[config.mk]
export PLATFORM = sky130hd
export DESIGN_NAME = uart_tx_buffer
export DESIGN_NICKNAME = d
export VERILOG_FILES = /design/src/rtl/uart_pkg.sv /design/src/rtl/fifo_sync.sv /design/src/rtl/uart_tx_buffer.sv
export SDC_FILE = /design/constraint.sdc
export NUM_CORES = 1
export LEC_CHECK = 0
export CAP_MARGIN = 5
export CORE_MARGIN = 4
export CORE_UTILIZATION = 60
export CTS_CLUSTER_DIAMETER = 40
export CTS_CLUSTER_SIZE = 30
export DETAILED_ROUTE_END_ITERATION = 6
export DONT_BUFFER_PORTS = 1
export HOLD_SLACK_MARGIN = 0.08
export PLACE_DENSITY_LB_ADDON = 0.12
export SYNTH_ARGS = -nofsm -noshare
export SYNTH_HDL_FRONTEND = slang
export SYNTH_HIERARCHICAL = 1
export SYNTH_SLANG_ARGS = --single-unit
[constraint.sdc]
create_clock -name clock -period 6.4 [get_ports clock]
set_input_delay 1.28 -clock clock [delete_from_list [all_inputs] [get_ports clock]]
set_output_delay 1.28 -clock clock [all_outputs]
set_load 0.01 [all_outputs]
[src/rtl/uart_pkg.sv]
// Shared UART constants and the tx buffer sequencer state encoding.
// Encoding is fixed so waveforms read the same across the uart blocks.
package uart_pkg;

  localparam int DATA_W       = 8;
  localparam int CLKS_PER_BIT = 5208;

  localparam logic [1:0] ST_IDLE      = 2'd0;
  localparam logic [1:0] ST_ISSUE     = 2'd1;
  localparam logic [1:0] ST_WAIT_DONE = 2'd2;
  localparam logic [1:0] ST_GAP       = 2'd3;

  typedef enum logic [1:0] {
    IDLE      = ST_IDLE,
    ISSUE     = ST_ISSUE,
    WAIT_DONE = ST_WAIT_DONE,
    GAP       = ST_GAP
  } tx_state_e;

endpackage

[src/rtl/fifo_sync.sv]
// Single-clock circular FIFO, show-ahead read (rd_data is the head entry), 1-cycle write-to-visible.
// Writes while full and reads while empty are ignored; the caller owns any error reporting.
module fifo_sync
  import uart_pkg::*;
#(
  parameter int DEPTH_LOG2 = 4,
  parameter int WIDTH      = 8
) (
  input  logic                  clock,
  input  logic                  reset,
  input  logic                  wr_en,
  input  logic [WIDTH-1:0]      wr_data,
  input  logic                  rd_en,
  output logic [WIDTH-1:0]      rd_data,
  output logic                  full,
  output logic                  empty,
  output logic [DEPTH_LOG2:0]   count
);

  localparam int                CNT_W = DEPTH_LOG2 + 1;
  localparam logic [CNT_W-1:0]  DEPTH = CNT_W'(1) << DEPTH_LOG2;

  logic [WIDTH-1:0]      mem [2**DEPTH_LOG2];
  logic [DEPTH_LOG2-1:0] wr_ptr;
  logic [DEPTH_LOG2-1:0] rd_ptr;
  logic [CNT_W-1:0]      cnt;
  logic                  do_wr;
  logic                  do_rd;

  assign do_wr   = wr_en && !full;
  assign do_rd   = rd_en && !empty;
  assign full    = (cnt == DEPTH);
  assign empty   = (cnt == '0);
  assign count   = cnt;
  assign rd_data = mem[rd_ptr];

  // Storage needs no reset: an entry is only read after it has been written.
  always_ff @(posedge clock) begin
    if (do_wr) mem[wr_ptr] <= wr_data;
  end

  always_ff @(posedge clock or negedge reset) begin
    if (!reset) begin
      wr_ptr <= '0;
      rd_ptr <= '0;
      cnt    <= '0;
    end else begin
      if (do_wr) wr_ptr <= wr_ptr + 1'b1;
      if (do_rd) rd_ptr <= rd_ptr + 1'b1;
      case ({do_wr, do_rd})
        2'b10:   cnt <= cnt + 1'b1;
        2'b01:   cnt <= cnt - 1'b1;
        default: cnt <= cnt;
      endcase
    end
  end

endmodule

[src/rtl/uart_tx_buffer.sv]
// Byte FIFO draining into uart_tx; first tx_dv one cycle after the byte is visible, 2 idle cycles between tx_done and next tx_dv.
// Producers see full/overflow only; no start is issued while the transmitter reports tx_active.
module uart_tx_buffer #(
  parameter int DEPTH_LOG2 = 4,
  parameter int DATA_W     = uart_pkg::DATA_W
) (
  input  logic                  clock,
  input  logic                  reset,
  input  logic                  wr_en,
  input  logic [DATA_W-1:0]     wr_data,
  output logic                  full,
  output logic                  empty,
  output logic [DEPTH_LOG2:0]   count,
  output logic                  overflow,
  output logic                  tx_dv,
  output logic [DATA_W-1:0]     tx_byte,
  input  logic                  tx_active,
  input  logic                  tx_done,
  output logic                  busy
);

  import uart_pkg::*;

  tx_state_e         state;
  tx_state_e         state_nxt;
  logic              pop;
  logic [DATA_W-1:0] head;

  fifo_sync #(
    .DEPTH_LOG2 (DEPTH_LOG2),
    .WIDTH      (DATA_W)
  ) u_fifo (
    .clock   (clock),
    .reset   (reset),
    .wr_en   (wr_en),
    .wr_data (wr_data),
    .rd_en   (pop),
    .rd_data (head),
    .full    (full),
    .empty   (empty),
    .count   (count)
  );

  always_ff @(posedge clock or negedge reset) begin
    if (!reset) state <= IDLE;
    else        state <= state_nxt;
  end

  // tx_active guard also covers a frame left running across our reset.
  always_comb begin
    state_nxt = state;
    pop       = 1'b0;
    case (state)
      IDLE: begin
        if (!empty && !tx_active) begin
          state_nxt = ISSUE;
          pop       = 1'b1;
        end
      end
      ISSUE:     state_nxt = WAIT_DONE;
      WAIT_DONE: if (tx_done) state_nxt = GAP;
      GAP:       state_nxt = IDLE;
      default:   state_nxt = IDLE;
    endcase
  end

  always_ff @(posedge clock or negedge reset) begin
    if (!reset) begin
      tx_dv    <= 1'b0;
      tx_byte  <= '0;
      overflow <= 1'b0;
    end else begin
      tx_dv    <= pop;
      overflow <= wr_en && full;
      if (pop) tx_byte <= head;
    end
  end

  assign busy = (state != IDLE) || !empty;

endmodule

==> impl_summary.log, run 1 <==
[metrics] run status: completed
[metrics] FILL cells: 678
[metrics] first-pass GRT wire length: 18910 microns
[metrics] total of warnings raised by yosys: 6
[metrics] number of global-route vias before repair: 3299
[metrics] via count: 3199
[metrics] post-route antenna net violation count: 0
[metrics] final clock skew: 0.009728 ns
[metrics] insertion delay to the later sink of the worst-skew pair: 0.51 ns
[metrics] worst hold margin: 0.4580 ns
[metrics] clock transition time at the flip-flop clock pins of the worst setup and hold paths: 0.07 ns
[metrics] cell type with the largest total area after synthesis: sky130_fd_sc_hd__edfxtp_1
[metrics] clock buffer depth: 2
[metrics] Std-Cell Rows: 37
[metrics] portion of the post-synthesis area used by sequential elements: 70.72%
[metrics] worst slew slack as a fraction of its limit: 31.33%
[metrics] Final min period: 3.857 ns
[metrics] DRC violations left: 0
[metrics] share of the synthesized area in the top cell type: 60.82%
[metrics] clock group share of total power: 30.3%
[metrics] start-to-end type of the worst setup path: register to register
[metrics] Layout area overhead: 10.69%
[metrics] Setup Fix Bufs, Post-CTS: 0
[metrics] net count after synthesis: 392
[metrics] DIE HEIGHT: 110.6 microns
[metrics] setup repair after global routing missed its margin: false
[metrics] CP arrival: 4.25 ns
[metrics] leakage power: 2.487 nW
[metrics] net switching power: 1.045 mW
[metrics] Post-layout nets: 397
[metrics] number of instances in the synthesized netlist: 366
[metrics] HPWL after DPL: 7594 microns
[metrics] worst reg2reg path startpoint: u_fifo/count[0]
[metrics] average cell area after synthesis: 17.27 sq um
[metrics] Critical Path Sink Type: register
[metrics] # hold bufs at CTS: 0
[metrics] final hold violation count: 0
[metrics] initial antenna violation count: 0
[metrics] end-of-flow core utilization: 68.07%
[metrics] die area: 0.01224 sq mm
[metrics] number of H-tree branching levels: 4
[metrics] Crit path required time: 6.79 ns
[metrics] x dimension of the die: 110.6 microns
[metrics] top-level port count: 31
[metrics] number of buffers added by the clock tree synthesis step: 17
[metrics] setup slack of the most critical reg-to-reg path: 2.54 ns
[metrics] number of diodes added for antenna fixing: 0
[metrics] residual overflow from global routing: 0
[metrics] clock tree from TritonCTS: yes
[metrics] routed wire length: 11940 microns
[metrics] areal power density over the cells: 473.6 mW/mm^2
[metrics] fraction of final layout cells with drive strength greater than 1: 19.79%
[metrics] Maximum Capacitance Violations: 0
[metrics] starting utilization of the core area: 61.49%
[metrics] Crit Path Max Fanout: 10
[metrics] vias per cell: 6.152
[metrics] largest net degree at the start of global routing: 34
[metrics] Final Max Tran Viols: 0
[metrics] worst-margin pin slew: 1.030 ns
[metrics] kind of start point of the critical path: register
[metrics] combined area of all synthesized cells: 0.006320 sq mm
[metrics] Port-buffer cells: 0
[metrics] post-cts sizing count: 0
[metrics] Detailed Routing Iterations Pass 1: 5
[metrics] path type of the worst min-delay path: input port to asynchronous set/reset pin
[metrics] switching part of the total power: 31.54%
[metrics] Internal Power: 2.268 mW
[metrics] average detailed-routed wire length per instance: 22.97 microns
[metrics] Core ar.: 0.01028 sq mm
[metrics] register bit count reported by yosys: 153
[metrics] clock root buffer: sky130_fd_sc_hd__clkbuf_8
[metrics] highest ir drop seen on vdd: 0.2210 mV
[metrics] Max Clock Freq: 259.2 MHz
[metrics] number of DRC markers in iteration 0: 313
[metrics] post-route insts no fill: 520
[metrics] Final Power: 3.313 mW
[metrics] RePlAce Congestion: 0.7514
[metrics] share of the cycle needed by the critical path after routing: 60.27%
[metrics] summed negative setup slack over all endpoints: 0 ns
[metrics] setup violation total in the final timing report: 0
[metrics] dominant cells by area after synthesis: sky130_fd_sc_hd__edfxtp_1 61%, sky130_fd_sc_hd__dfrtp_1 9.9%, sky130_fd_sc_hd__mux4_2 5.7%, sky130_fd_sc_hd__mux2i_1 4.0%, sky130_fd_sc_hd__ha_1 2.4%
[metrics] total global routing track utilization: 20.63%
[metrics] combinational fraction of design power: 26.1%
[metrics] synth unique cells: 37
[metrics] Critical Path Start: u_fifo/count[0]
[metrics] number of placed cells counting well taps: 488
[metrics] CTS sink cnt: 153
[metrics] sequential group share of total power: 43.6%
[synthesized netlist by cell type (all sizes together)]
| library cell | n |
|---|---|
| a221oi | 8 |
| o21a | 1 |
| inv | 11 |
| xnor2 | 7 |
| o32a | 1 |
| and2 | 3 |
| fa | 1 |
| nor2b | 3 |
| nand4 | 1 |
| a21o | 1 |
| mux2 | 18 |
| and2b | 1 |
| nor3 | 4 |
| a22oi | 8 |
| nand2 | 20 |
| ha | 12 |
| nor2 | 12 |
| xor2 | 3 |
| nand3 | 2 |
| nor3b | 1 |
| or3b | 1 |
| nand2b | 2 |
| edfxtp | 128 |
| mux2i | 25 |
| nor4 | 1 |
| buf | 14 |
| mux4 | 16 |
| o21ai | 20 |
| clkbuf | 5 |
| a21oi | 11 |
| dfrtp | 25 |
[per-stage QoR]
stage / setup WS (ns) / instance area (sq um)
after global placement: 2.244 / 6394
after global routing: 2.242 / 6995
after detailed placement: 2.115 / 6394
after CTS: 2.455 / 6995
after floorplan: 2.959 / 6320
final: 2.543 / 6995
[cell usage in the layout (no fill, tap or decap), types with 2 or more instances in the layout]
| cell | Yosys | routed |
|---|---|---|
| sky130_fd_sc_hd__dfrtp_1 | 25 | 24 |
| sky130_fd_sc_hd__nand2b_1 | 2 | 2 |
| sky130_fd_sc_hd__mux2_2 | 9 | 9 |
| sky130_fd_sc_hd__bufinv_16 | 0 | 3 |
| sky130_fd_sc_hd__clkinvlp_4 | 0 | 3 |
| sky130_fd_sc_hd__clkbuf_8 | 0 | 2 |
| sky130_fd_sc_hd__a22oi_1 | 8 | 8 |
| sky130_fd_sc_hd__clkbuf_16 | 0 | 16 |
| sky130_fd_sc_hd__edfxtp_1 | 128 | 128 |
| sky130_fd_sc_hd__nor3_1 | 4 | 3 |
| sky130_fd_sc_hd__clkinv_4 | 0 | 3 |
| sky130_fd_sc_hd__a21oi_1 | 10 | 10 |
| sky130_fd_sc_hd__xnor2_1 | 7 | 7 |
| sky130_fd_sc_hd__nor2b_1 | 3 | 3 |
| sky130_fd_sc_hd__inv_6 | 0 | 3 |
| sky130_fd_sc_hd__nand2_1 | 19 | 19 |
| sky130_fd_sc_hd__nand3_1 | 2 | 2 |
| sky130_fd_sc_hd__inv_1 | 11 | 11 |
| sky130_fd_sc_hd__buf_4 | 0 | 5 |
| sky130_fd_sc_hd__xor2_1 | 3 | 3 |
| sky130_fd_sc_hd__ha_1 | 12 | 12 |
| sky130_fd_sc_hd__and2_1 | 3 | 3 |
| sky130_fd_sc_hd__o21ai_0 | 20 | 20 |
| sky130_fd_sc_hd__mux2_4 | 9 | 9 |
| sky130_fd_sc_hd__mux4_2 | 16 | 16 |
| sky130_fd_sc_hd__mux2i_1 | 25 | 25 |
| sky130_fd_sc_hd__a221oi_1 | 8 | 8 |
| sky130_fd_sc_hd__nor2_1 | 12 | 12 |
[path summary, 6_finish.rpt]
check | endpoint | cells past startpoint
worst max-delay path | u_fifo/count[4] | 12
worst min-delay path | state[0] | 0
worst max register to register | u_fifo/count[4] | 12
worst min register to register | state[0] | 1
max in group asynchronous | u_fifo/rd_ptr[0] | 0
min in group clock | state[0] | 1
[critical path: stages (launching register included)]
cell and delay, ns:
sky130_fd_sc_hd__dfrtp_1 0.49, sky130_fd_sc_hd__nor4_2 0.10, sky130_fd_sc_hd__and2b_1 0.26, sky130_fd_sc_hd__nor3b_2 0.78
sky130_fd_sc_hd__nor2b_1 0.47, sky130_fd_sc_hd__ha_1 0.31, sky130_fd_sc_hd__inv_1 0.11, sky130_fd_sc_hd__fa_1 0.42
sky130_fd_sc_hd__nor2b_1 0.11, sky130_fd_sc_hd__o21ai_0 0.10, sky130_fd_sc_hd__nand3_1 0.09, sky130_fd_sc_hd__or3b_1 0.36
sky130_fd_sc_hd__xnor2_1 0.13
[sequential cells by signal, summed over array words and instances, names as in the netlist]
signal,flops
u_fifo/mem,128
tx_byte,8
u_fifo/count,5
u_fifo/rd_ptr,4
u_fifo/wr_ptr,4
state,2
overflow,1
tx_dv,1
[logic make-up (layout without fill, tap and decap cells)]
| kind of cell | Yosys count | after routing | synth area share, % |
|---|---|---|---|
| fa+ha+maj | 13 | 13 | 2.692 |
| simple gates | 51 | 51 | 3.960 |
| mux | 59 | 59 | 13.40 |
| xor+xnor | 10 | 10 | 1.386 |
| buf+inv | 30 | 48 | 2.871 |
| compound gates | 50 | 50 | 4.970 |
| flops | 153 | 153 | 70.72 |
[power groups by stage]
| stage | clock, mW | combinational (mW) | sequential (mW) |
|---|---|---|---|
| 2_1_floorplan | 0 | 0.785 | 1.34 |
| 3_3_place_gp | 0 | 0.841 | 1.46 |
| 3_5_place_dp | 0 | 0.868 | 1.47 |
| 4_1_cts | 1.02 | 0.873 | 1.45 |
| 5_1_grt | 1.07 | 0.951 | 1.47 |
| 6_report | 1.00 | 0.865 | 1.45 |
[per-layer routing]
layer	share of wire (%)	global-route usage (%)	wire (microns)
met1	43	28.94	5103
met2	49	32.32	5817
met3	7.3	4.822	868
met4	1.3	6.732	153
met5	0	0	0
[final cells by class]
| cell class | count | area [sq um] | area share, % |
|---|---|---|---|
| inverters | 11 | 41.29 | 0.5902 |
| clock inverters | 13 | 170.2 | 2.432 |
| clock buffers | 19 | 431.7 | 6.171 |
| well taps | 136 | 170.2 | 2.432 |
| multi-input cells | 183 | 1674 | 23.93 |
| repair buffers | 5 | 37.54 | 0.5366 |
| flip-flops and latches | 153 | 4471 | 63.91 |
(Power assumes the default switching activity.)
==> inputs of run 2 (changes only) <==
clock period = 3.91 ns   (was 6.4 ns; I/O delays follow)
==> run 2 against run 1 <==
Against the previous run: sequential share of layout area shrank 0.069 points; hold slack lost 0.099 ns; critical path depth rose by 1; count of clock-buffer cells in the layout stayed put; largest power group unchanged.
==> impl_summary.log, run 2 (synthesized netlist as in run 1, its figures left out) <==
[metrics] worst-margin pin slew: 0.9606 ns (was 1.030 ns)
[metrics] x dimension of the die: 110.6 microns (unchanged)
[metrics] final clock skew: 0.009622 ns (was 0.009728 ns)
[metrics] most used cell along the critical path: sky130_fd_sc_hd__nor2b_1 (unchanged)
[metrics] setup slack of the most critical reg-to-reg path: 0.44 ns (was 2.54 ns)
[metrics] r2r endpoint: u_fifo/count[4] (unchanged)
[metrics] clock transition time at the flip-flop clock pins of the worst setup and hold paths: 0.06 ns (was 0.07 ns)
[metrics] first-pass GRT wire length: 18150 microns (was 18910 microns)
[metrics] final hold violation count: 0 (unchanged)
[metrics] number of DRC markers in iteration 0: 272 (was 313)
[metrics] Detailed Routing Iterations Pass 1: 4 (was 5)
[metrics] Core ar.: 0.01028 sq mm (unchanged)
[metrics] leakage power: 2.488 nW (was 2.487 nW)
[metrics] Hold Path Depth: 0
[metrics] Final Max Tran Viols: 0 (unchanged)
[metrics] setup violation total in the final timing report: 0 (unchanged)
[metrics] Crit path required time: 4.30 ns (was 6.79 ns)
[metrics] Layout area overhead: 10.81% (was 10.69%)
[metrics] Maximum Capacitance Violations: 0 (unchanged)
[metrics] clock tree from TritonCTS: yes (unchanged)
[metrics] Final min period: 3.470 ns (was 3.857 ns)
[metrics] routed wire length: 11610 microns (was 11940 microns)
[metrics] run status: completed (unchanged)
[metrics] Crit Path Max Fanout: 10 (unchanged)
[metrics] areal power density over the cells: 754.0 mW/mm^2 (was 473.6 mW/mm^2)
[metrics] vias per cell: 5.924 (was 6.152)
[metrics] clock buffer depth: 2 (unchanged)
[metrics] via count: 3110 (was 3199)
[metrics] CTS sink cnt: 153 (unchanged)
[metrics] worst hold margin: 0.3591 ns (was 0.4580 ns)
[metrics] reg2reg path depth: 13 (was 12)
[metrics] post-route antenna net violation count: 0 (unchanged)
[metrics] Post-layout nets: 402 (was 397)
[metrics] share of the cycle needed by the critical path after routing: 88.76% (was 60.27%)
[metrics] Top delay family on crit path: simple AND/OR/NAND/NOR gates (unchanged)
[metrics] residual overflow from global routing: 0 (unchanged)
[metrics] total global routing track utilization: 20.21% (was 20.63%)
[metrics] DRC violations left: 0 (unchanged)
[metrics] DIE HEIGHT: 110.6 microns (unchanged)
[metrics] highest ir drop seen on vdd: 0.3607 mV (was 0.2210 mV)
[metrics] worst reg2reg path startpoint: u_fifo/count[0] (unchanged)
[metrics] Critical Path Sink Type: register (unchanged)
[metrics] path type of the worst min-delay path: input port to register (was input port to asynchronous set/reset pin)
[metrics] most common library cell in the layout ignoring fill and taps: sky130_fd_sc_hd__edfxtp_1 (unchanged)
[metrics] CP arrival: 3.86 ns (was 4.25 ns)
[metrics] Critical Path Start: u_fifo/count[0] (unchanged)
[metrics] buffer and inverter count on the worst path: 2 (was 1)
[metrics] largest reg by FF count: u_fifo/mem (unchanged)
[metrics] largest net degree at the start of global routing: 29 (was 34)
[metrics] highest-count cells in the layout ignoring fill and taps: 128 x sky130_fd_sc_hd__edfxtp_1, 25 x sky130_fd_sc_hd__mux2i_1, 24 x sky130_fd_sc_hd__dfrtp_1 (unchanged)
[metrics] die area: 0.01224 sq mm (unchanged)
[metrics] clock root buffer: sky130_fd_sc_hd__clkbuf_8 (unchanged)
[metrics] insertion delay to the later sink of the worst-skew pair: 0.51 ns (about the same)
[metrics] initial antenna violation count: 0 (unchanged)
[metrics] largest stage delay on the critical path: 0.58 ns (was 0.78 ns)
[metrics] setup repair after global routing missed its margin: false (unchanged)
[metrics] number of diodes added for antenna fixing: 0 (unchanged)
[metrics] worst slew slack as a fraction of its limit: 35.72% (was 31.33%)
[metrics] kind of start point of the critical path: register (unchanged)
[metrics] average detailed-routed wire length per instance: 22.11 microns (was 22.97 microns)
[metrics] number of flip-flops in the largest register: 128 (unchanged)
[metrics] Critical path destination: u_fifo/count[4] (unchanged)
[metrics] starting utilization of the core area: 61.49% (unchanged)
[metrics] number of global-route vias before repair: 3227 (was 3299)
[metrics] summed negative setup slack over all endpoints: 0 ns (unchanged)
[metrics] number of buffers added by the clock tree synthesis step: 17 (unchanged)
[metrics] Std-Cell Rows: 37 (unchanged)
[metrics] RePlAce Congestion: 0.7926 (was 0.7514)
[metrics] number of H-tree branching levels: 4 (unchanged)
[metrics] slowest CP cell: sky130_fd_sc_hd__nor3b_4 (was sky130_fd_sc_hd__nor3b_2)
[metrics] Setup Fix Bufs, Post-CTS: 0 (unchanged)
[metrics] HPWL after DPL: 7649 microns (was 7594 microns)
[metrics] critical-path cell list: nor4_2 -> and2b_1 -> nor3b_4 -> nor2b_1 -> buf_4 -> ha_1 -> inv_1 -> fa_1 -> nor2b_1 -> o21ai_0 -> nand3_1 -> or3b_1 -> xnor2_1 (was nor4_2 -> and2b_1 -> nor3b_2 -> nor2b_1 -> ha_1 -> inv_1 -> fa_1 -> nor2b_1 -> o21ai_0 -> nand3_1 -> or3b_1 -> xnor2_1)
[metrics] top-level port count: 31 (unchanged)
[metrics] total stage count of the critical path: 13 (was 12)
[metrics] Max Clock Freq: 288.2 MHz (was 259.2 MHz)
[metrics] start-to-end type of the worst setup path: register to register (unchanged)
[metrics] Port-buffer cells: 0 (unchanged)
[metrics] fraction of final layout cells with drive strength greater than 1: 19.54% (was 19.79%)
## run 2: cell count changes in the layout (fill, tap and decap cells not counted), sizes merged
cell / previous run / this run
dlygate4sd3: 0 / 1
clkinv: 4 / 7
buf: 5 / 9
inv: 14 / 13
bufinv: 3 / 1
## run 2: final cells by class
type | count | area [sq um]
inverters | 11 | 41.29
clock buffers | 19 | 421.7
well taps | 136 | 170.2
fillers | 693 | 3274
repair buffers | 10 | 102.6
clock inverters | 13 | 121.4
multi-input cells | 183 | 1675
flip-flops and latches | 153 | 4471
## run 2: how the worst min path moves through the flow
| stage | from | end | slack (ns) |
|---|---|---|---|
| 4_1_cts | wr_data[0] | u_fifo/mem[10][0] | 0.33 |
| 3_3_place_gp | state[0] | state[0] | 0.48 |
| 6_report | wr_data[0] | u_fifo/mem[10][0] | 0.36 |
| 3_5_place_dp | reset | u_fifo/count[2] | 0.49 |
| 2_1_floorplan | state[0] | state[0] | 0.47 |
| 5_1_grt | wr_data[0] | u_fifo/mem[10][0] | 0.32 |
## run 2: layer usage
metal	routed length [microns]	global-route usage (%)	vias to the layer above	part of all wire (%)
met5	0	0	-	0
met4	157	5.911	0	1.4
met3	814	6.027	9	7.0
met2	5891	32.85	95	51
met1	4745	26.66	1577	41
li1	-	-	1429	-
## run 2: metrics by stage
step	cell area, sq um	setup WS [ns]	power, mW	utilization [%]	instances
global placement	6424	0.2774	3.794	62.50	491
detailed placement	6424	0.1968	3.851	62.50	491
floorplan	6320	0.8966	3.487	-	366
CTS	6997	0.1794	5.322	68.08	525
global route	7003	0.1640	5.585	68.14	525
finish	7003	0.4397	5.280	68.14	525
## run 2: where the power goes
part	total [mW]	internal, mW	switching (mW)
clock network	1.46	0.846	0.617
registers	2.35	2.04	0.315
logic	1.46	0.707	0.757
total	5.28	3.59	1.69
## run 2: timing repair
item	4_1_cts	5_1_grt
hold endpoints to repair	25	0
gates resized for setup	0	1
hold buffers	2	0
endpoints found under the setup margin	0	1
